**src/rtl/trace_pkg.sv**
```systemverilog
// rtl/trace_pkg.sv - shared types and decode constants for the retirement trace buffer
package trace_pkg;

    typedef enum logic [2:0] {
        CLS_DEFAULT = 3'd0,
        CLS_BRANCH  = 3'd1,
        CLS_LOAD    = 3'd2,
        CLS_STORE   = 3'd3,
        CLS_JUMP    = 3'd4
    } trace_class_e;

    // Access size, one-hot
    localparam logic [2:0] SZ_NONE = 3'b000;
    localparam logic [2:0] SZ_W    = 3'b001;
    localparam logic [2:0] SZ_H    = 3'b010;
    localparam logic [2:0] SZ_B    = 3'b100;

    // Memory region match values on upper ALU address bits
    localparam logic [2:0]  REG0_HI = 3'b001;
    localparam logic [9:0]  REG1_HI = 10'b0111000000;
    localparam logic [10:0] REG2_HI = 11'b01111000000;

    // RV32 major opcodes
    localparam logic [6:0] OP_BRANCH = 7'b1100011;
    localparam logic [6:0] OP_LOAD   = 7'b0000011;
    localparam logic [6:0] OP_STORE  = 7'b0100011;
    localparam logic [6:0] OP_JAL    = 7'b1101111;
    localparam logic [6:0] OP_JALR   = 7'b1100111;
    localparam logic [6:0] OP_AUIPC  = 7'b0010111;

    typedef struct packed {
        logic [31:0]  seq;
        logic [31:0]  pc;
        logic [31:0]  instr;
        logic [4:0]   rd;
        logic [31:0]  data;
        logic [11:0]  addr;
        trace_class_e cls;
        logic [2:0]   size;
        logic [2:0]   mem;
    } trace_rec_t;

    // funct3[1:0] of a load/store encodes byte/half/word
    function automatic logic [2:0] ls_size(input logic [1:0] funct);
        case (funct)
            2'b00:   ls_size = SZ_B;
            2'b01:   ls_size = SZ_H;
            2'b10:   ls_size = SZ_W;
            default: ls_size = SZ_NONE;
        endcase
    endfunction

endpackage

```
**src/rtl/retire_classify.sv**
```systemverilog
// rtl/retire_classify.sv - combinational classifier for one retirement record
module retire_classify
    import trace_pkg::*;
(
    input  logic [6:0]   opcode_i,
    input  logic [1:0]   funct_i,
    input  logic [15:0]  alu_i,
    input  logic [31:0]  wb_data_i,
    input  logic [31:0]  ldata_i,
    input  logic [31:0]  sdata_i,
    output trace_class_e class_o,
    output logic [2:0]   size_o,
    output logic [2:0]   mem_o,
    output logic [31:0]  data_o
);

    // Priority decode: branch > load > store > jump > default
    always_comb begin
        class_o = CLS_DEFAULT;
        size_o  = SZ_NONE;
        data_o  = wb_data_i;
        if (opcode_i == OP_BRANCH) begin
            class_o = CLS_BRANCH;
            data_o  = '0;
        end else if (opcode_i == OP_LOAD) begin
            class_o = CLS_LOAD;
            size_o  = ls_size(funct_i);
            data_o  = ldata_i;
        end else if (opcode_i == OP_STORE) begin
            class_o = CLS_STORE;
            size_o  = ls_size(funct_i);
            data_o  = sdata_i;
        end else if (opcode_i == OP_JAL || opcode_i == OP_JALR || opcode_i == OP_AUIPC) begin
            class_o = CLS_JUMP;
        end
    end

    assign mem_o = {alu_i[15:5] == REG2_HI, alu_i[15:6] == REG1_HI, alu_i[15:13] == REG0_HI};

endmodule

```
**src/rtl/retire_trace_buf.sv**
```systemverilog
// rtl/retire_trace_buf.sv - lossy retirement trace FIFO; TRACE_STALL_EN adds early backpressure
module retire_trace_buf
    import trace_pkg::*;
#(
    parameter int DEPTH = 8,
    parameter int CNT_W = 16
) (
    input  logic             clk_i,
    input  logic             rst_ni,
    input  logic             retire_vld_i,
    input  logic [31:0]      retire_pc_i,
    input  logic [31:0]      retire_instr_i,
    input  logic [31:0]      retire_wb_data_i,
    input  logic [31:0]      retire_alu_i,
    input  logic [31:0]      retire_ldata_i,
    input  logic [31:0]      retire_sdata_i,
    output logic             trc_vld_o,
    input  logic             trc_rdy_i,
    output logic [31:0]      trc_seq_o,
    output logic [31:0]      trc_pc_o,
    output logic [31:0]      trc_instr_o,
    output logic [4:0]       trc_rd_o,
    output logic [31:0]      trc_data_o,
    output logic [11:0]      trc_addr_o,
    output logic [2:0]       trc_class_o,
    output logic [2:0]       trc_size_o,
    output logic [2:0]       trc_mem_o,
    output logic [CNT_W-1:0] ovf_cnt_o,
    output logic             full_o,
    output logic             stall_o
);

    localparam int PTR_W = $clog2(DEPTH);
    localparam logic [PTR_W:0] CNT_FULL = (PTR_W+1)'(DEPTH);

    logic [1:0]       rst_sync_q;
    logic             rst_n;
    logic [PTR_W-1:0] wr_q, rd_q;
    logic [PTR_W:0]   count_q, count_d;
    logic [31:0]      seq_q;
    logic [CNT_W-1:0] ovf_q;
    trace_rec_t       buf_q [DEPTH];
    trace_rec_t       rec, head;
    trace_class_e     cls;
    logic [2:0]       size, mem;
    logic [31:0]      data;
    logic             full, pop, push, drop;
    logic             unused_bits;

    assign unused_bits = ^{retire_alu_i[31:16], retire_instr_i[14]};

    retire_classify u_classify (
        .opcode_i  (retire_instr_i[6:0]),
        .funct_i   (retire_instr_i[13:12]),
        .alu_i     (retire_alu_i[15:0]),
        .wb_data_i (retire_wb_data_i),
        .ldata_i   (retire_ldata_i),
        .sdata_i   (retire_sdata_i),
        .class_o   (cls),
        .size_o    (size),
        .mem_o     (mem),
        .data_o    (data)
    );

    always_comb begin
        rec       = '0;
        rec.seq   = seq_q;
        rec.pc    = retire_pc_i;
        rec.instr = retire_instr_i;
        rec.rd    = retire_instr_i[11:7];
        rec.data  = data;
        rec.addr  = retire_alu_i[11:0];
        rec.cls   = cls;
        rec.size  = size;
        rec.mem   = mem;
    end

    assign full = (count_q == CNT_FULL);
    assign pop  = trc_vld_o && trc_rdy_i;
    assign push = retire_vld_i && (!full || pop);
    assign drop = retire_vld_i && full && !pop;

    // Occupancy after this cycle's push/pop
    always_comb begin
        count_d = count_q;
        if (push && !pop) begin
            count_d = count_q + (PTR_W+1)'(1);
        end else if (pop && !push) begin
            count_d = count_q - (PTR_W+1)'(1);
        end
    end

    // Async-assert, sync-deassert local reset
    always_ff @(posedge clk_i or negedge rst_ni) begin
        if (!rst_ni) begin
            rst_sync_q <= 2'b00;
        end else begin
            rst_sync_q <= {rst_sync_q[0], 1'b1};
        end
    end
    assign rst_n = rst_sync_q[1];

    // Pointers, occupancy, sequence and drop counters
    always_ff @(posedge clk_i or negedge rst_n) begin
        if (!rst_n) begin
            wr_q    <= '0;
            rd_q    <= '0;
            count_q <= '0;
            seq_q   <= '0;
            ovf_q   <= '0;
        end else begin
            count_q <= count_d;
            if (push) wr_q <= wr_q + PTR_W'(1);
            if (pop)  rd_q <= rd_q + PTR_W'(1);
            if (retire_vld_i) seq_q <= seq_q + 32'd1;
            if (drop && ovf_q != '1) ovf_q <= ovf_q + CNT_W'(1);
        end
    end

    // Record storage; contents are masked while empty so needs no reset
    always_ff @(posedge clk_i) begin
        if (push) buf_q[wr_q] <= rec;
    end

`ifdef TRACE_STALL_EN
    logic stall_q;

    // Raise stall as soon as only one free slot remains after this cycle
    always_ff @(posedge clk_i or negedge rst_n) begin
        if (!rst_n) begin
            stall_q <= 1'b0;
        end else begin
            stall_q <= (count_d >= (PTR_W+1)'(DEPTH - 1));
        end
    end
    assign stall_o = stall_q;
`else
    assign stall_o = 1'b0;
`endif

    assign trc_vld_o   = (count_q != '0);
    assign head        = trc_vld_o ? buf_q[rd_q] : '0;
    assign trc_seq_o   = head.seq;
    assign trc_pc_o    = head.pc;
    assign trc_instr_o = head.instr;
    assign trc_rd_o    = head.rd;
    assign trc_data_o  = head.data;
    assign trc_addr_o  = head.addr;
    assign trc_class_o = head.cls;
    assign trc_size_o  = head.size;
    assign trc_mem_o   = head.mem;
    assign ovf_cnt_o   = ovf_q;
    assign full_o      = full;

endmodule

```
**config.mk**
```make
export PLATFORM = sky130hd
export DESIGN_NAME = retire_trace_buf
export DESIGN_NICKNAME = d
export VERILOG_FILES = /design/src/rtl/trace_pkg.sv /design/src/rtl/retire_classify.sv /design/src/rtl/retire_trace_buf.sv
export SDC_FILE = /design/constraint.sdc
export NUM_CORES = 1
export LEC_CHECK = 0
export ABC_AREA = 1
export CELL_PAD_IN_SITES_DETAIL_PLACEMENT = 0
export CELL_PAD_IN_SITES_GLOBAL_PLACEMENT = 1
export CORE_AREA = 2 2 347 349
export DETAILED_ROUTE_END_ITERATION = 6
export DIE_AREA = 0 0 349 351
export PLACE_DENSITY = 0.76
export SETUP_SLACK_MARGIN = 0.02
export SYNTH_ARGS = -nofsm -noshare
export SYNTH_HDL_FRONTEND = slang
export SYNTH_SLANG_ARGS = --single-unit
```
**constraint.sdc**
```tcl
create_clock -name clk_i -period 1.8 [get_ports clk_i]
set_input_delay 0.27 -clock clk_i [delete_from_list [all_inputs] [get_ports clk_i]]
set_output_delay 0.27 -clock clk_i [all_outputs]
set_load 0.005 [all_outputs]
```
==> impl_metrics.tcl <==
set metrics [dict create \
    end_kind "output pin" \
    seq_area_um2 37300 \
    top_layer_used "met5" \
    die_h_um 351 \
    wl_met2_um 68900 \
    cts_buffer_depth 3 \
    wl_met3_um 9400 \
    leakage_nw 24.6 \
    rsz0062_at_grt "true" \
    post_synth_main_area_contributors "edfxtp_1 (70%), nor2_1 (8.3%), o21ai_0 (5.2%), nand2_1 (3.0%), dfrtp_1 (3.0%)" \
    place.gp.congestion 0.806 \
    report.final.slew_viol_count 0 \
    path_clk_slew_ps 50 \
    core.rowCount 127 \
    synth_nets 4428 \
    fp.coreArea_um2 119000 \
    firstDrtPassIters 5 \
    synth_seq_area_share_pct 73.4 \
    overflow 0 \
    yosysWarnings 0 \
    yosysUniqueCellTypes 34 \
    dieArea_um2 122000 \
    synth_edf_count 1192 \
    antenna_left 0 \
    maxSlewHeadroom_pct 37.9 \
    hpwlAfterDp_um 87800 \
    fmax_ghz 0.314 \
    multi_input_area_um2 12500 \
    period_minus_slack_ps 3180 \
    drive_gt1_share_pct 18.9 \
    critPathLaunchType "flop" \
    syn_avg_cell_area_um2 12.0 \
    hold_path.class "in -> reg" \
    synth-async-reset-ratio_pct 4.79 \
    cts-root-buf "clkbuf_16" \
    grt_antenna_before_repair 5 \
    drc 0 \
    peakVddDrop_mv 1.24 \
    track_usage_pct 22.6 \
    netlist_area_um2 50800 \
    m1WireLength_um 63200 \
    nFillCells 9550 \
    first_iter_violations 3429 \
    worst_slack_ps -1380 \
    io_pins 369 \
    synth.largest_area_cell "edfxtp_1" \
    cp.required_ps 1530 \
    portBuffers 351 \
    timing.hold.ws_ps 220 \
    maxCapViolCount 0 \
    vias 35700 \
    die_w_um 349 \
    finalSetupViolCount 1586 \
    synth_cells 4224 \
    path_class "reg -> out" \
    detail_route.wl_per_cell_um 21.7 \
    worstPathArrival_ps 2910 \
    period_share_pct 177 \
    synthFlopType "edfxtp_1" \
    critPathMaxFanout 20 \
    areaGrowthSynthToFinish_pct 32.2 \
    grt_max_degree 58 \
    cts.sinks 1252 \
    p_per_area_nw_per_um2 1700 \
    pre_cts_ws_ps -1010 \
    h-tree-depth 4 \
    hold_viol 0 \
    vias_per_cell 5.37 \
    grt_pass1_vias 33900 \
    nets 5190 \
    cts_tree "yes" \
    start_util_pct 42.7 \
    tightest_slew_ps 924 \
    failed_checks "setup timing" \
    synth_top_area_share_pct 70.4 \
    status "finished with violations" \
    grt_pass1_wl_um 208000 \
    clk_latency_ps 740 \
    fin_skew_ps 23.9 \
    yosys_register_bits 1252 \
    routed_wirelength_um 144000 \
    cts_buffers 134 \
]
## registers in the layout, indices dropped and copies added (netlist names)
name and count:
wr_q 3, count_q 4, buf_q 1192, rd_q 3, seq_q 32, rst_sync_q 2
ovf_cnt_o 16
## routing by layer
metal | GRT usage, % | up-vias
met5 | 0 | -
met4 | 5.76 | 6
met3 | 3.58 | 202
met2 | 36.8 | 1146
met1 | 31.8 | 17700
li1 | - | 16600
## cell usage after synthesis, drive strengths merged (6+ instances only)
| cell type | n |
|---|---|
| nand2 | 406 |
| clkbuf | 172 |
| ha | 7 |
| o211ai | 149 |
| buf | 99 |
| dfrtp | 60 |
| nand3 | 96 |
| nor3 | 6 |
| o21ai | 609 |
| nand4 | 14 |
| nor2 | 1120 |
| o22ai | 149 |
| inv | 96 |
| edfxtp | 1192 |
| xor2 | 15 |
| xnor2 | 18 |
## cells in the final DEF, fill, tap and decap left out, types with 95 or more instances in the layout
cell / instances
clkbuf_16: 156
clkdlybuf4s50_1: 235
nor2_2: 95
o211ai_1: 149
buf_4: 300
edfxtp_1: 1192
nand3_1: 96
buf_12: 162
nand2_1: 403
nor2_1: 989
o21ai_0: 459
o21ai_1: 145
o22ai_1: 146
## timing repair
action / in CTS / in global routing
endpoints found under the setup margin: 1568 / 1659
pin swaps: 29 / 68
resized for setup: 237 / 342
hold buffers: 1 / 0
setup buffers: 25 / 47
endpoints found under the hold margin: 2 / 0
cloned: 19 / 15
## stage by stage
| stage | cell area, um^2 | cells | total power [mW] | utilization, % | setup TNS, ps |
|---|---|---|---|---|---|
| 6_report | 67200 | 6642 | 114 | 56.4 | -398210 |
| 2_1_floorplan | 50900 | 4224 | 57.8 | - | -2099140 |
| 3_5_place_dp | 60500 | 6294 | 81.8 | 50.8 | -940000 |
| 4_1_cts | 66000 | 6580 | 113 | 55.5 | -454080 |
| 5_1_grt | 67200 | 6640 | 120 | 56.4 | -620760 |
| 3_3_place_gp | 60500 | 6294 | 81.3 | 50.8 | -938320 |
## final timing paths
check | start | to | slack [ps] | cells past startpoint
worst min-delay path | retire_instr_i[1] | buf_q[1][59]$_DFFE_PP_ | 220 | 1
worst max register to register | count_q[1]$_DFFE_PN0P_ | count_q[3]$_DFFE_PN0P_ | -340 | 12
worst min register to register | rst_sync_q[1]$_DFF_PN0_ | seq_q[14]$_DFFE_PN0P_ | 280 | 0
min in group asynchronous | rst_ni | rst_sync_q[0]$_DFF_PN0_ | 250 | 2
max in group asynchronous | rst_sync_q[1]$_DFF_PN0_ | rd_q[2]$_DFFE_PN0N_ | 970 | 1
worst max-delay path | rd_q[0]$_DFFE_PN0N_ | trc_seq_o[15] | -1380 | 8
## power by group
part | total [mW] | switching, mW | internal [mW]
sequential | 36.8 | 0.888 | 35.9
clock | 27.5 | 11.2 | 16.3
combinational | 50.1 | 27.2 | 22.9
## kinds of logic after synthesis
kind of cell,after synthesis,synth area share [%]
AO/OA/AOI/OAI,910,10.1
XOR/XNOR,33,0.569
adder cells (fa/ha/maj),8,0.212
buffers and inverters,367,3.14
flip-flops,1252,73.4
other,2,0.0148
AND/OR/NAND/NOR,1652,12.6
## worst max-delay path, cell delays in order (launching register included)
cell and delay, ps:
dfrtp_4 510, buf_12 180, buf_12 180, buf_4 260, o21ai_0 120, o22ai_1 180
nor2_1 60, nor2_1 150, clkdlybuf4s50_1 540
## final cells by class
class,instances,area share [%]
diodes,2,0.00745
well taps,1548,2.88
clock inverters,76,1.12
inverters,96,0.574
multi-input cells,2605,18.6
clock buffers,166,5.42
flip-flops and latches,1252,55.5
repair buffers,897,15.9
Note: power is estimated with default switching activity, not from simulation.
